`src/rtl/uart_core.sv`:
```
// uart_core: 16550-style UART engine with a register port, TX/RX FIFOs and a runtime baud divisor.
// Optional RTS/CTS flow control is built when UART_FLOW_CONTROL_EN is defined.
module uart_core #(
    parameter int unsigned FifoDepth  = 16,
    parameter int unsigned DefaultDiv = 53,
    parameter int unsigned DivWidth   = 16
) (
    input  logic        clk_i,
    input  logic        rst_i,
    input  logic        req_valid_i,
    output logic        req_ready_o,
    input  logic        req_write_i,
    input  logic [3:0]  req_addr_i,
    input  logic [31:0] req_wdata_i,
    output logic        rsp_valid_o,
    input  logic        rsp_ready_i,
    output logic [31:0] rsp_data_o,
    input  logic        uart_rxd_i,
    output logic        uart_txd_o,
    input  logic        uart_cts_ni,
    output logic        uart_rts_no,
    output logic        irq_o
);
    localparam int unsigned AddrW = $clog2(FifoDepth);
    localparam int unsigned PtrW  = AddrW + 1;

    typedef enum logic [1:0] {ST_IDLE, ST_START, ST_DATA, ST_STOP} uart_state_e;

    logic [7:0]          tx_mem [FifoDepth];
    logic [7:0]          rx_mem [FifoDepth];
    logic [PtrW-1:0]     tx_wr, tx_rd, rx_wr, rx_rd, tx_cnt, rx_cnt;
    logic                tx_empty, tx_full, rx_empty, rx_full;
    logic                tx_push, tx_pop, rx_push, rx_pop;
    logic                req_ready_q, rsp_valid_q, irq_q, txd_q;
    logic [31:0]         rsp_data_q, rd_data;
    logic [DivWidth-1:0] div_q, tick_cnt;
    logic [2:0]          ie_q, sticky_q, sticky_set, sticky_clr;
    logic                accept, div_wr, tick, cts_ok, tx_idle;
    logic                txovf_set, frame_set, rxovf_set;
    logic [1:0]          reg_sel;
    uart_state_e         tx_state, rx_state;
    logic [3:0]          tx_tick, rx_tick;
    logic [2:0]          tx_bit, rx_bit;
    logic [7:0]          tx_shift, rx_shift;
    logic                rxd_prev, rx_sample, rx_stop_sample;
    logic                unused_bits;

    assign tx_cnt   = tx_wr - tx_rd;
    assign rx_cnt   = rx_wr - rx_rd;
    assign tx_empty = (tx_cnt == '0);
    assign rx_empty = (rx_cnt == '0);
    assign tx_full  = (tx_cnt == PtrW'(FifoDepth));
    assign rx_full  = (rx_cnt == PtrW'(FifoDepth));
    assign tx_idle  = tx_empty && (tx_state == ST_IDLE);

    assign accept    = req_valid_i && req_ready_q;
    assign reg_sel   = req_addr_i[3:2];
    assign div_wr    = accept && req_write_i && (reg_sel == 2'd2);
    assign tx_pop    = (tx_state == ST_IDLE) && !tx_empty && cts_ok;
    // A full FIFO still takes a byte when the same cycle frees a slot
    assign tx_push   = accept && req_write_i && (reg_sel == 2'd0) && (!tx_full || tx_pop);
    assign txovf_set = accept && req_write_i && (reg_sel == 2'd0) && tx_full && !tx_pop;
    assign rx_pop    = accept && !req_write_i && (reg_sel == 2'd0) && !rx_empty;

    assign rx_sample      = tick && (rx_tick == 4'd7);
    assign rx_stop_sample = (rx_state == ST_STOP) && rx_sample;
    assign rx_push        = rx_stop_sample && uart_rxd_i && (!rx_full || rx_pop);
    assign rxovf_set      = rx_stop_sample && uart_rxd_i && rx_full && !rx_pop;
    assign frame_set      = rx_stop_sample && !uart_rxd_i;

    assign sticky_set = {txovf_set, frame_set, rxovf_set};
    assign sticky_clr = (accept && req_write_i && (reg_sel == 2'd1)) ? req_wdata_i[5:3] : 3'b000;
    assign tick       = (tick_cnt == div_q);

    always_comb begin
        rd_data = '0;
        unique case (reg_sel)
            2'd0:    rd_data = rx_empty ? 32'h100 : {24'h0, rx_mem[rx_rd[AddrW-1:0]]};
            2'd1:    rd_data = 32'({sticky_q, tx_idle, tx_full, !rx_empty});
            2'd2:    rd_data = 32'(div_q);
            default: rd_data = 32'(ie_q);
        endcase
    end

    // Register port: one outstanding request, response held until consumed
    always_ff @(posedge clk_i) begin
        if (rst_i) begin
            req_ready_q <= 1'b1;
            rsp_valid_q <= 1'b0;
            rsp_data_q  <= '0;
            div_q       <= DivWidth'(DefaultDiv);
            ie_q        <= '0;
            sticky_q    <= '0;
            irq_q       <= 1'b0;
        end else begin
            if (accept) begin
                rsp_valid_q <= 1'b1;
                req_ready_q <= 1'b0;
                rsp_data_q  <= req_write_i ? 32'h0 : rd_data;
                if (req_write_i && reg_sel == 2'd2) div_q <= req_wdata_i[DivWidth-1:0];
                if (req_write_i && reg_sel == 2'd3) ie_q <= req_wdata_i[2:0];
            end else if (rsp_valid_q && rsp_ready_i) begin
                rsp_valid_q <= 1'b0;
                req_ready_q <= 1'b1;
            end
            sticky_q <= (sticky_q & ~sticky_clr) | sticky_set;
            irq_q    <= |(ie_q & {|sticky_q, tx_empty, !rx_empty});
        end
    end

    always_ff @(posedge clk_i) begin
        if (rst_i || div_wr || tick) tick_cnt <= '0;
        else                         tick_cnt <= tick_cnt + DivWidth'(1);
    end

    always_ff @(posedge clk_i) begin
        if (tx_push) tx_mem[tx_wr[AddrW-1:0]] <= req_wdata_i[7:0];
        if (rx_push) rx_mem[rx_wr[AddrW-1:0]] <= rx_shift;
    end

    always_ff @(posedge clk_i) begin
        if (rst_i) begin
            tx_wr <= '0;
            tx_rd <= '0;
            rx_wr <= '0;
            rx_rd <= '0;
        end else begin
            tx_wr <= tx_wr + PtrW'(tx_push);
            tx_rd <= tx_rd + PtrW'(tx_pop);
            rx_wr <= rx_wr + PtrW'(rx_push);
            rx_rd <= rx_rd + PtrW'(rx_pop);
        end
    end

    // Transmitter: each state spans 16 ticks, txd is registered
    always_ff @(posedge clk_i) begin
        if (rst_i) begin
            tx_state <= ST_IDLE;
            tx_tick  <= '0;
            tx_bit   <= '0;
            tx_shift <= '0;
            txd_q    <= 1'b1;
        end else begin
            unique case (tx_state)
                ST_IDLE: if (tx_pop) begin
                    tx_state <= ST_START;
                    tx_tick  <= '0;
                    tx_shift <= tx_mem[tx_rd[AddrW-1:0]];
                    txd_q    <= 1'b0;
                end
                ST_START: if (tick) begin
                    tx_tick <= tx_tick + 4'd1;
                    if (tx_tick == 4'd15) begin
                        tx_state <= ST_DATA;
                        tx_bit   <= '0;
                        txd_q    <= tx_shift[0];
                    end
                end
                ST_DATA: if (tick) begin
                    tx_tick <= tx_tick + 4'd1;
                    if (tx_tick == 4'd15) begin
                        if (tx_bit == 3'd7) begin
                            tx_state <= ST_STOP;
                            txd_q    <= 1'b1;
                        end else begin
                            tx_bit   <= tx_bit + 3'd1;
                            tx_shift <= {1'b0, tx_shift[7:1]};
                            txd_q    <= tx_shift[1];
                        end
                    end
                end
                ST_STOP: if (tick) begin
                    tx_tick <= tx_tick + 4'd1;
                    if (tx_tick == 4'd15) tx_state <= ST_IDLE;
                end
            endcase
        end
    end

    // Receiver: mid-bit sampling on the 8th tick; leaves STOP right after its sample
    always_ff @(posedge clk_i) begin
        if (rst_i) begin
            rx_state <= ST_IDLE;
            rx_tick  <= '0;
            rx_bit   <= '0;
            rx_shift <= '0;
            rxd_prev <= 1'b1;
        end else begin
            rxd_prev <= uart_rxd_i;
            unique case (rx_state)
                ST_IDLE: if (rxd_prev && !uart_rxd_i) begin
                    rx_state <= ST_START;
                    rx_tick  <= '0;
                end
                ST_START: if (tick) begin
                    rx_tick <= rx_tick + 4'd1;
                    if (rx_sample && uart_rxd_i) begin
                        rx_state <= ST_IDLE;
                    end else if (rx_tick == 4'd15) begin
                        rx_state <= ST_DATA;
                        rx_bit   <= '0;
                    end
                end
                ST_DATA: if (tick) begin
                    rx_tick <= rx_tick + 4'd1;
                    if (rx_sample) rx_shift <= {uart_rxd_i, rx_shift[7:1]};
                    if (rx_tick == 4'd15) begin
                        if (rx_bit == 3'd7) rx_state <= ST_STOP;
                        else                rx_bit   <= rx_bit + 3'd1;
                    end
                end
                ST_STOP: if (tick) begin
                    rx_tick <= rx_tick + 4'd1;
                    if (rx_sample) rx_state <= ST_IDLE;
                end
            endcase
        end
    end

`ifdef UART_FLOW_CONTROL_EN
    logic rts_q;

    always_ff @(posedge clk_i) begin
        if (rst_i) rts_q <= 1'b0;
        else       rts_q <= (rx_cnt >= PtrW'(FifoDepth - 2));
    end

    assign cts_ok      = !uart_cts_ni;
    assign uart_rts_no = rts_q;
    assign unused_bits = ^{req_addr_i[1:0], req_wdata_i};
`else
    assign cts_ok      = 1'b1;
    assign uart_rts_no = 1'b0;
    assign unused_bits = ^{req_addr_i[1:0], req_wdata_i, uart_cts_ni};
`endif

    assign req_ready_o = req_ready_q;
    assign rsp_valid_o = rsp_valid_q;
    assign rsp_data_o  = rsp_data_q;
    assign uart_txd_o  = txd_q;
    assign irq_o       = irq_q;
endmodule

```
`config.mk`:
```
export PLATFORM = sky130hd
export DESIGN_NAME = uart_core
export DESIGN_NICKNAME = d
export VERILOG_FILES = /design/src/rtl/uart_core.sv
export SDC_FILE = /design/constraint.sdc
export NUM_CORES = 1
export LEC_CHECK = 0
export ABC_AREA = 1
export CORE_MARGIN = 2
export CORE_UTILIZATION = 45
export CTS_CLUSTER_DIAMETER = 200
export DETAILED_ROUTE_END_ITERATION = 12
export PLACE_DENSITY = 0.68
export SYNTH_ARGS = -nofsm -noshare
export SYNTH_HDL_FRONTEND = slang
export SYNTH_SLANG_ARGS = --single-unit
```
`constraint.sdc`:
```
create_clock -name clk_i -period 3.6 [get_ports clk_i]
set_input_delay 0.36 -clock clk_i [delete_from_list [all_inputs] [get_ports clk_i]]
set_output_delay 0.36 -clock clk_i [all_outputs]
set_load 0.1 [all_outputs]
```
# After elaboration in Yosys (flattened, before gate mapping)
# Memories as Yosys holds them, arrays and structs flattened. A register that Yosys moved wholly into a read port is not among the register bits.
# Index checks and enable logic that the tools add are counted.
op_classes:
  reduce_logical: 62
  eq_ne: 39
  mux: 64
  bitwise_logic: 4
  add_sub_neg: 11
ops:
  columns: ["cell", "n"]
  rows:
  - ["16-bit case mux with 3 select lines", 1]
  - ["2-bit inequality test (second input constant)", 19]
  - ["3-bit 2-to-1 mux", 12]
  - ["2-bit 2-to-1 mux", 17]
  - ["32-bit 2-to-1 mux", 1]
  - ["8-bit 2-to-1 mux", 4]
  - ["1-bit logical AND", 25]
  - ["4-bit 2-to-1 mux", 6]
  - ["5-bit by 1-bit adder with 5-bit output", 4]
  - ["16-bit by 1-bit adder with 16-bit output (second input constant)", 1]
  - ["16-bit equality test", 1]
  - ["2-bit case mux with 4 select lines", 2]
  - ["4-bit case mux with 2 select lines", 2]
  - ["8-bit case mux with 2 select lines", 1]
  - ["8-bit AND reduction", 2]
  - ["1-bit 2-to-1 mux", 14]
  - ["2-bit equality test (second input constant)", 6]
  - ["3-bit case mux with 2 select lines", 2]
  - ["6-bit AND reduction", 2]
  - ["3-bit OR reduction", 4]
  - ["5-bit equality test (second input constant)", 2]
  - ["5-bit logical NOT", 2]
  - ["5-bit subtractor", 2]
  - ["9-bit 2-to-1 mux", 1]
  - ["other kinds (21)", 47]
word_totals:
  word_cells: 204
  out_inout_bits: 37
  ff_bits: 129
  input_bits: 43
  ramBits: 256
  n_memories: 2
mem_list:
  columns: ["name", "words", "word_bits", "rd", "rd_ports_with_merged_regs", "wr", "line", "source"]
  rows:
  - ["rx_mem", 16, 8, 1, 1, 1, "30", "logic [7:0] rx_mem [FifoDepth];"]
  - ["tx_mem", 16, 8, 1, 1, 1, "29", "logic [7:0] tx_mem [FifoDepth];"]

# Logic depth before layout (Yosys ltp)
# Gate-level depths: netlist of the first run.
logic_depth:
  depth_word: 8
  mapped_depth: 21
  ltp_nobuf: 20

# Worst setup path before layout of the first run
# OpenSTA, ideal clock, no wires.
synth_path:
  path_type: "reg-to-reg"
  startpoint: "reg req_ready_q (netlist: req_ready_o)"
  endpoint: "mem rx_mem[0][0], enable pin"
  setup_time_ns: 0.370
  arrival_time_ns: 2.595
  period_less_slack_ns: 2.965
  required_time_ns: 3.230
  stages_incl_launch_ff: 10
  path_slack_ns: 0.635
  n_path_buf: 1
  path_cell_list: "dfxtp_1 nand2_1 buf_2 nor2_1 inv_1 o2111ai_1 inv_1 nor2_4 nand3_2 nor2_1"
synth_via:
  elab_chain_cells: 8
synth_rtl:
  columns: ["item", "line", "source"]
  rows:
  - ["from (decl)", "34", "logic req_ready_q, rsp_valid_q, irq_q, txd_q;"]
  - ["from (signal assigned)", "88", "req_ready_q <= 1'b1;"]
  - ["from (signal assigned)", "98", "req_ready_q <= 1'b0;"]
  - ["from (signal assigned)", "104", "req_ready_q <= 1'b1;"]
  - ["1-bit logical AND", "56", "assign accept = req_valid_i && req_ready_q;"]
  - ["1-bit logical AND (3 in series)", "63", "assign rx_pop = accept && !req_write_i && (reg_sel == 2'd0) && !rx_empty;"]
  - ["1-bit logical OR", "67", "assign rx_push = rx_stop_sample && uart_rxd_i && (!rx_full || rx_pop);"]
  - ["1-bit logical AND", "67", null]
  - ["1-bit 2-to-1 mux", "118", "if (rx_push) rx_mem[rx_wr[AddrW-1:0]] <= rx_shift;"]
  - ["1-bit 2-to-1 mux (implied by the code)", "118", null]
  - ["to (decl)", "30", null]
# No other way between the ends.

# Final worst setup path of the first run
layout_path:
  startpoint: "reg tx_rd[2]"
  endpoint: "mem tx_mem[4][3], enable pin"
layout_via:
  elab_chain_cells: 8
  word_cells_on_any_way: 10
  cone_classes: "1 x add/sub; 1 x eq/ne; 2 x mux; 6 x reduce/logical"
layout_rtl:
  columns: ["item", "line", "source"]
  rows:
  - ["from (decl)", "31", "logic [PtrW-1:0] tx_wr, tx_rd, rx_wr, rx_rd, tx_cnt, rx_cnt;"]
  - ["from (signal assigned)", "129", "tx_rd <= tx_rd + PtrW'(tx_pop);"]
  - ["5-bit subtractor *", "48", "assign tx_cnt = tx_wr - tx_rd;"]
  - ["5-bit logical NOT", "50", "assign tx_empty = (tx_cnt == '0);"]
  - ["1-bit logical NOT", "59", "assign tx_pop = (tx_state == ST_IDLE) && !tx_empty && cts_ok;"]
  - ["1-bit logical AND", "59", null]
  - ["1-bit logical OR *", "61", "assign tx_push = accept && req_write_i && (reg_sel == 2'd0) && (!tx_full || tx_pop);"]
  - ["1-bit logical AND *", "61", null]
  - ["1-bit 2-to-1 mux *", "117", "if (tx_push) tx_mem[tx_wr[AddrW-1:0]] <= req_wdata_i[7:0];"]
  - ["1-bit 2-to-1 mux (implied by the code) *", "117", null]
  - ["to (decl)", "29", null]
# Mark *: on every way between the ends. The rest lies on a longest branch, timed or not.

==> results of run 1 <==
## through the flow
step	worst slack (ns)	hold slack, ns	instances
2_1_floorplan	0.635	0.445	1637
3_3_place_gp	0.529	0.453	2107
3_5_place_dp	0.448	0.458	2107
4_1_cts	0.404	0.350	2180
5_1_grt	0.0625	0.394	2180
6_report	0.305	0.353	2180
## layer usage
metal / part of all wire (%) / vias up
li1: - / 5685
met1: 45 / 5472
met2: 47 / 306
met3: 5.6 / 66
met4: 2.3 / 0
met5: 0 / -
## cells in the mapped netlist, drive strengths merged, types with 7 or more instances
library cell / count
nor3: 11
buf: 35
o22ai: 10
nand3: 92
nor2: 237
xor2: 8
inv: 121
o211ai: 25
ha: 28
nand4: 11
a21oi: 113
o2111ai: 7
clkbuf: 46
nand2: 318
dfxtp: 113
a22oi: 18
edfxtp: 256
o21ai: 123
## logic make-up after synthesis
group                    share of synthesized area (%)
adder cells (fa/ha/maj)                           2.19
buffers and inverters                             5.34
XOR/XNOR                                         0.768
other                                           0.0235
AO/OA/AOI/OAI                                     11.5
AND/OR/NAND/NOR                                   17.8
flip-flops                                        62.3
## tightest hold or removal path: cells and delay by family
family | cells | cell delay (ns)
buffers and inverters | 2 | 0.33
and+or+nand+nor | 1 | 0.17
## sequential cells by signal (all words and copies together) (netlist names), 2 cells and up, named ones only
signal / count
rsp_data_o: 16
tx_tick: 4
rx_rd: 5
tx_mem: 128
ie_q: 3
tx_rd: 5
tx_shift: 8
rx_tick: 4
tx_wr: 5
rx_wr: 5
sticky_q: 3
tx_bit: 3
rx_bit: 3
tick_cnt: 16
rx_shift: 8
rx_mem: 128
tx_state: 2
div_q: 16
## worst paths after layout
| kind | startpoint | endpoint | slack [ns] |
|---|---|---|---|
| min | rst_i | uart_txd_o$_SDFFE_PP1P_ | 0.35 |
| max | tx_rd[2]$_SDFF_PP0_ | tx_mem[4][3]$_DFFE_PP_ | 0.31 |
| min reg2reg | rx_bit[2]$_SDFFE_PP0P_ | rx_bit[2]$_SDFFE_PP0P_ | 0.47 |
| max reg2reg | tx_rd[2]$_SDFF_PP0_ | tx_mem[4][3]$_DFFE_PP_ | 0.31 |
## cells in the final DEF, fill, tap and decap left out, drive strengths merged
cell type / synthesis / routed
edfxtp: 256 / 256
nand4: 11 / 11
nor3: 11 / 11
clkinvlp: 0 / 2
xor2: 8 / 8
or2: 4 / 4
a31oi: 4 / 4
and3: 1 / 1
dfxtp: 113 / 113
clkbuf: 46 / 56
clkinv: 4 / 16
o22ai: 10 / 10
o2111ai: 7 / 7
clkdlybuf4s50: 0 / 42
a211oi: 6 / 6
inv: 121 / 122
xnor2: 6 / 6
a22o: 6 / 6
o21ai: 123 / 123
buf: 35 / 54
o31ai: 2 / 2
nand2: 318 / 318
nor3b: 4 / 4
nand3b: 2 / 2
nand3: 92 / 92
ha: 28 / 28
a22oi: 18 / 18
nor4: 2 / 2
o21a: 3 / 3
bufinv: 0 / 2
a32o: 2 / 2
conb: 1 / 17
o21bai: 2 / 2
o211ai: 25 / 25
a21oi: 113 / 113
nor2: 237 / 237
## power by group
| part | switching (mW) | leakage (nW) | internal, mW |
|---|---|---|---|
| logic | 1.08 | 3.03 | 0.439 |
| clock network | 1.63 | 0.633 | 2.36 |
| registers | 0.0548 | 3.05 | 4.58 |
## layout make-up
cell class / count / area, µm²
clock inverter: 17 / 150
inverter: 125 / 469
tap: 455 / 569
multi-input combinational: 1062 / 5230
fill: 3100 / 16400
timing repair buffer: 96 / 823
sequential: 369 / 9950
clock buffer: 56 / 1140
==> impl_summary.txt, run 1 <==
----------------------------------------------------
[Power]
  Peak VDD IR ... 431 µV
  Leakage ... ~6.7 nW
  Design Power ... slightly above 10 mW
  Pwr dens ... 553 nW/µm²

[Place]
  Half-perimeter wire length of the detailed placement result ... around 24000 µm
  RePlAce Congestion ... 0.863
  Post-Place Cell Area ... 17000 µm²
  Input/output buffers ... 43

[Die]
  Number of primary I/O pins ... 80
  Width of the die ... around 190 µm
  Core region area ... 34700 µm²
  Die area ... 37000 µm²
  Cell Rows ... 68
  Chip Height ... 192 µm
  Initial standard-cell utilization of the core ... 46.0%

[GRT]
  Busiest grt layer ... met2
  Via count of the first global-routing pass ... 11066
  Global routing usage on met1 ... 27.2%
  Met3 Use GR ... roughly 3.1%
  Met2 routing resource usage after global routing ... roughly 33%
  Leftover overflow at the end of global routing ... 0
  Maximum number of pins on one net before global-route repair ... 65
  Global-route usage over all layers ... 20.1%
  Wire length of the first global-routing pass ... between 50000 and 60000 µm
  Initial antenna violation count ... 0

[Worst setup path]
  Kind of start point of the critical path ... flop
  R2R cell count ... 12
  Largest incremental delay on the critical path ... 0.61 ns
  Worst EP arrival ... approximately 3.5 ns
  Worst path depth ... 12
  Number of buffer and inverter instances along the worst setup path ... 4
  Cell with the largest stage delay on the worst path ... sky130_fd_sc_hd__dfxtp_1
  Data required time at the worst endpoint ... 3.82 ns
  Critical path class ... flop to flop
  Category of the worst setup path capture point ... flop
  Top fanout value on the critical path ... 13
  Cell breakdown of the critical path ... clkinv_1 > ha_1 > nand3_1 > nand2_1 > xnor2_1 > inv_1 > nand2_1 > o21ai_0 > inv_1 > nand3_1 > nor2_1 > buf_4
  Gate family responsible for the most delay along the worst path ... buffers and inverters

[Synth]
  Post-synth ARST share ... 0%
  Post-synthesis cell area ... 16000 µm²
  Yosys synthesis warning count ... 0
  Register bit total from synthesis ... approximately 370
  Top cell type's share of synthesized area ... 48.1%
  Synth Flop Type ... sky130_fd_sc_hd__edfxtp_1
  Syn Area/Cell ... 9.85 µm²
  Sequential area share after synthesis ... 62.3%
  Dominant cells by area after synthesis ... sky130_fd_sc_hd__edfxtp_1, sky130_fd_sc_hd__dfxtp_1, sky130_fd_sc_hd__nand2_1, sky130_fd_sc_hd__nor2_1, sky130_fd_sc_hd__o21ai_0
  Synthesized instance count ... 1621
  Count of flip-flops with a built-in enable after synthesis ... 256
  Yosys cell types ... 50
  Cell type with the highest aggregate area in the netlist ... sky130_fd_sc_hd__edfxtp_1

[Drt]
  Final ANT Viol Nets ... 0
  Average wire length per cell after detail routing ... 16.9 µm
  Wirelength, routed ... 36800 µm
  Ratio of routed vias to standard cells ... 5.29
  Violation count after the first detailed-route iteration ... 1002
  Count of TritonRoute iterations in the first routing pass ... 5
  Number of vias after detailed routing ... 11529
  # DRC ... 0

[CTS]
  TritonCTS clock tree ... done
  Count of hold buffers inserted by post-cts repair ... 0
  Post-cts resize count ... 0
  Setup bufs post-CTS ... 0
  Max clock buf depth ... 3
  Clock slew seen by the registers of the worst setup and hold paths ... 0.06 ns
  Clock latency of the later-clocked register in the worst-skew pair ... ~0.54 ns
  Number of buffers inserted during clock tree synthesis ... 40
  Clock root buffer ... sky130_fd_sc_hd__clkbuf_16
  Clk sinks ... 369
  H-tree levels ... 2

[STA]
  Achievable Freq ... approximately 0.30 GHz
  Count of endpoints failing hold in the final timing report ... 0
  Fin Setup TNS ... 0 ns
  Slew Limit Fails ... 0
  RSZ-0062 raised after global routing ... no
  Total of endpoints with negative setup slack in the final report ... 0
  Worst slew margin relative to its limit ... a little under a third
  Slew at the pin closest to its max-slew limit ... 1.02 ns
  Final min period ... about 3.3 ns
  Skew final ... 0.0260 ns
  Share of the clock period used by the worst path ... 91.5%

[Run]
  Count of maximum capacitance violations ... 0

[Min path]
  Type of the tightest min-delay check ... input pin to flop
  Depth of the worst hold-timing path ... 3

[Outcome]
  Result of the run ... finished clean

[Cells and area]
  Final design utilization ... 52.8%
  Total number of nets in the final design ... 1765
  Final design area excluding fillers ... 18300 µm²
  Fraction of layout cells with a size suffix above 1 ... about 8.3%
  Area growth from synthesis to final layout ... 14.8%
  Total inserted antenna cells ... 0

----------------------------------------------------
Note: power is estimated with default switching activity, not from simulation.
==> inputs of run 2 (changes only) <==
Settings changed: PLACE_DENSITY 0.68 to 0.7.
==> run 2 against run 1 <==
Compared with the run above:
- hold slack got worse by 0.049 ns
- via count decreased by 0.29%
- wire length fell by 1.0%
- design area down 0.25%
- clock power is essentially flat
- largest power group unchanged
- non-clock buffer count is 4 lower
- cell count shrank 0.32%
- combinational power hardly changed
- highest routed layer unchanged
- critical path type unchanged
- power barely moved
==> impl_summary.txt, run 2 (synthesis gave the netlist of run 1 again) <==
----------------------------------------------------
[GRT]
  Wire length of the first global-routing pass ... around 58000 µm
  Met2 routing resource usage after global routing ... 33.6%
  Global-route usage over all layers ... 20.1%
  Maximum number of pins on one net before global-route repair ... 66
  Via count of the first global-routing pass ... 10979
  Met3 Use GR ... approximately 3%
  Busiest grt layer ... met2
  Initial antenna violation count ... 0
  Global routing usage on met1 ... 27.2%
  Leftover overflow at the end of global routing ... 0

[CTS]
  Clock slew seen by the registers of the worst setup and hold paths ... 0.06 ns
  Setup bufs post-CTS ... 0
  Number of buffers inserted during clock tree synthesis ... 39
  TritonCTS clock tree ... done
  H-tree levels ... 2
  Clock root buffer ... sky130_fd_sc_hd__clkbuf_16
  Post-cts resize count ... 0
  Clk sinks ... 369
  Count of hold buffers inserted by post-cts repair ... 0
  Clock latency of the later-clocked register in the worst-skew pair ... 0.55 ns
  Max clock buf depth ... 3

[Worst setup path]
  Data required time at the worst endpoint ... 3.82 ns
  Worst EP arrival ... ~3.4 ns
  R2R cell count ... 12
  Critical path class ... flop to flop
  Category of the worst setup path capture point ... flop
  Kind of start point of the critical path ... flop
  Top fanout value on the critical path ... 13

[Cells and area]
  Area growth from synthesis to final layout ... 14.5%
  Most common library cell in the layout ignoring fill and taps ... sky130_fd_sc_hd__nand2_1
  Most frequent cells in the layout ... sky130_fd_sc_hd__nand2_1, sky130_fd_sc_hd__edfxtp_1, sky130_fd_sc_hd__nor2_1
  Final design utilization ... 52.7%
  Layout filler cell count ... 3028
  Fraction of layout cells with a size suffix above 1 ... 8.09%
  Total number of nets in the final design ... 1760
  Total inserted antenna cells ... 0
  Count of placed standard cells in the final layout, fillers left out ... between 2000 and 2500

[Drt]
  Ratio of routed vias to standard cells ... 5.29
  Count of TritonRoute iterations in the first routing pass ... 5
  Wirelength, routed ... between 30000 and 40000 µm
  Average wire length per cell after detail routing ... ~17 µm
  Number of vias after detailed routing ... ~11000
  # DRC ... 0
  Violation count after the first detailed-route iteration ... approximately 960
  Final ANT Viol Nets ... 0

[STA]
  Fin Setup TNS ... 0 ns
  Slew at the pin closest to its max-slew limit ... 1.04 ns
  Share of the clock period used by the worst path ... 88.5%
  Achievable Freq ... around 0.31 GHz
  Total of endpoints with negative setup slack in the final report ... 0
  Skew final ... 0.0384 ns
  Final min period ... between 3 and 4 ns
  Slew Limit Fails ... 0
  Count of endpoints failing hold in the final timing report ... 0
  RSZ-0062 raised after global routing ... no
  Worst slew margin relative to its limit ... a little under a third

[Die]
  Core region area ... 34700 µm²
  Width of the die ... about 190 µm
  Cell Rows ... a little under 70
  Number of primary I/O pins ... 80
  Initial standard-cell utilization of the core ... 46.0%
  Die area ... 37000 µm²
  Chip Height ... just under 200 µm

[Place]
  Placed cells ... 2103
  Half-perimeter wire length of the detailed placement result ... 23400 µm
  Input/output buffers ... 43
  RePlAce Congestion ... about 0.87

[Power]
  Pwr dens ... around 560 nW/µm²
  Leakage ... 6.68 nW
  Peak VDD IR ... 431 µV

[Min path]
  Depth of the worst hold-timing path ... 3
  Type of the tightest min-delay check ... input pin to flop

[Run]
  Count of maximum capacitance violations ... 0

[Outcome]
  Result of the run ... finished clean

----------------------------------------------------
## run 2: changes by cell type in the layout (fill, tap and decap cells not counted), moves of 2 or more
cell	previous run	this run
sky130_fd_sc_hd__clkinv_2	7	9
sky130_fd_sc_hd__clkinv_1	8	5
sky130_fd_sc_hd__bufinv_16	2	4
sky130_fd_sc_hd__clkbuf_8	6	1
sky130_fd_sc_hd__buf_4	53	49
## run 2: layout make-up
class / count / area (µm²) / share of cell area, %
sequential: 369 / 9950 / 54.4
clock inverter: 19 / 224 / 1.22
clock buffer: 51 / 1050 / 5.75
multi-input combinational: 1062 / 5230 / 28.6
inverter: 125 / 469 / 2.57
timing repair buffer: 92 / 793 / 4.34
tap: 455 / 569 / 3.11
## run 2: layer usage
layer	share of wire (%)	routed length (µm)
met1	44	16000
met2	47	17000
met3	7.0	2530
met4	2.4	875
met5	0	0
## run 2: path summary, 6_finish.rpt
| check | slack (ns) | to | from |
|---|---|---|---|
| worst min register to register | 0.47 | tx_shift[0]$_SDFFE_PP0P_ | tx_shift[0]$_SDFFE_PP0P_ |
| worst max register to register | 0.41 | tx_mem[0][0]$_DFFE_PP_ | tx_rd[2]$_SDFF_PP0_ |
| worst min-delay path | 0.30 | uart_txd_o$_SDFFE_PP1P_ | rst_i |
| worst max-delay path | 0.41 | tx_mem[0][0]$_DFFE_PP_ | tx_rd[2]$_SDFF_PP0_ |
## run 2: worst max-delay path: stages, from the launching register on
cell	delay (ns)
sky130_fd_sc_hd__dfxtp_1	0.60
sky130_fd_sc_hd__clkinv_1	0.41
sky130_fd_sc_hd__ha_1	0.44
sky130_fd_sc_hd__nand3_1	0.10
sky130_fd_sc_hd__nand2_1	0.06
sky130_fd_sc_hd__xnor2_1	0.28
sky130_fd_sc_hd__inv_1	0.11
sky130_fd_sc_hd__nand2_1	0.09
sky130_fd_sc_hd__o21ai_0	0.07
sky130_fd_sc_hd__inv_1	0.15
sky130_fd_sc_hd__nand3_1	0.22
sky130_fd_sc_hd__nor2_1	0.16
sky130_fd_sc_hd__buf_4	0.19
## run 2: through the flow
stage	power, mW	setup slack [ns]	area, µm²	hold WS, ns
after floorplan	5.85	0.635	16000	0.445
after detailed placement	6.23	0.465	17000	0.456
final	10.2	0.414	18300	0.304
after global placement	6.19	0.515	17000	0.452
after CTS	10.2	0.457	18300	0.302
after global routing	10.6	0.120	18300	0.346
## run 2: report_power, final
part | switching, mW | internal, mW | total [mW]
Clock | 1.63 | 2.36 | 4.00
Sequential | 0.0561 | 4.58 | 4.64
Combinational | 1.08 | 0.433 | 1.52
Total | 2.78 | 7.37 | 10.2
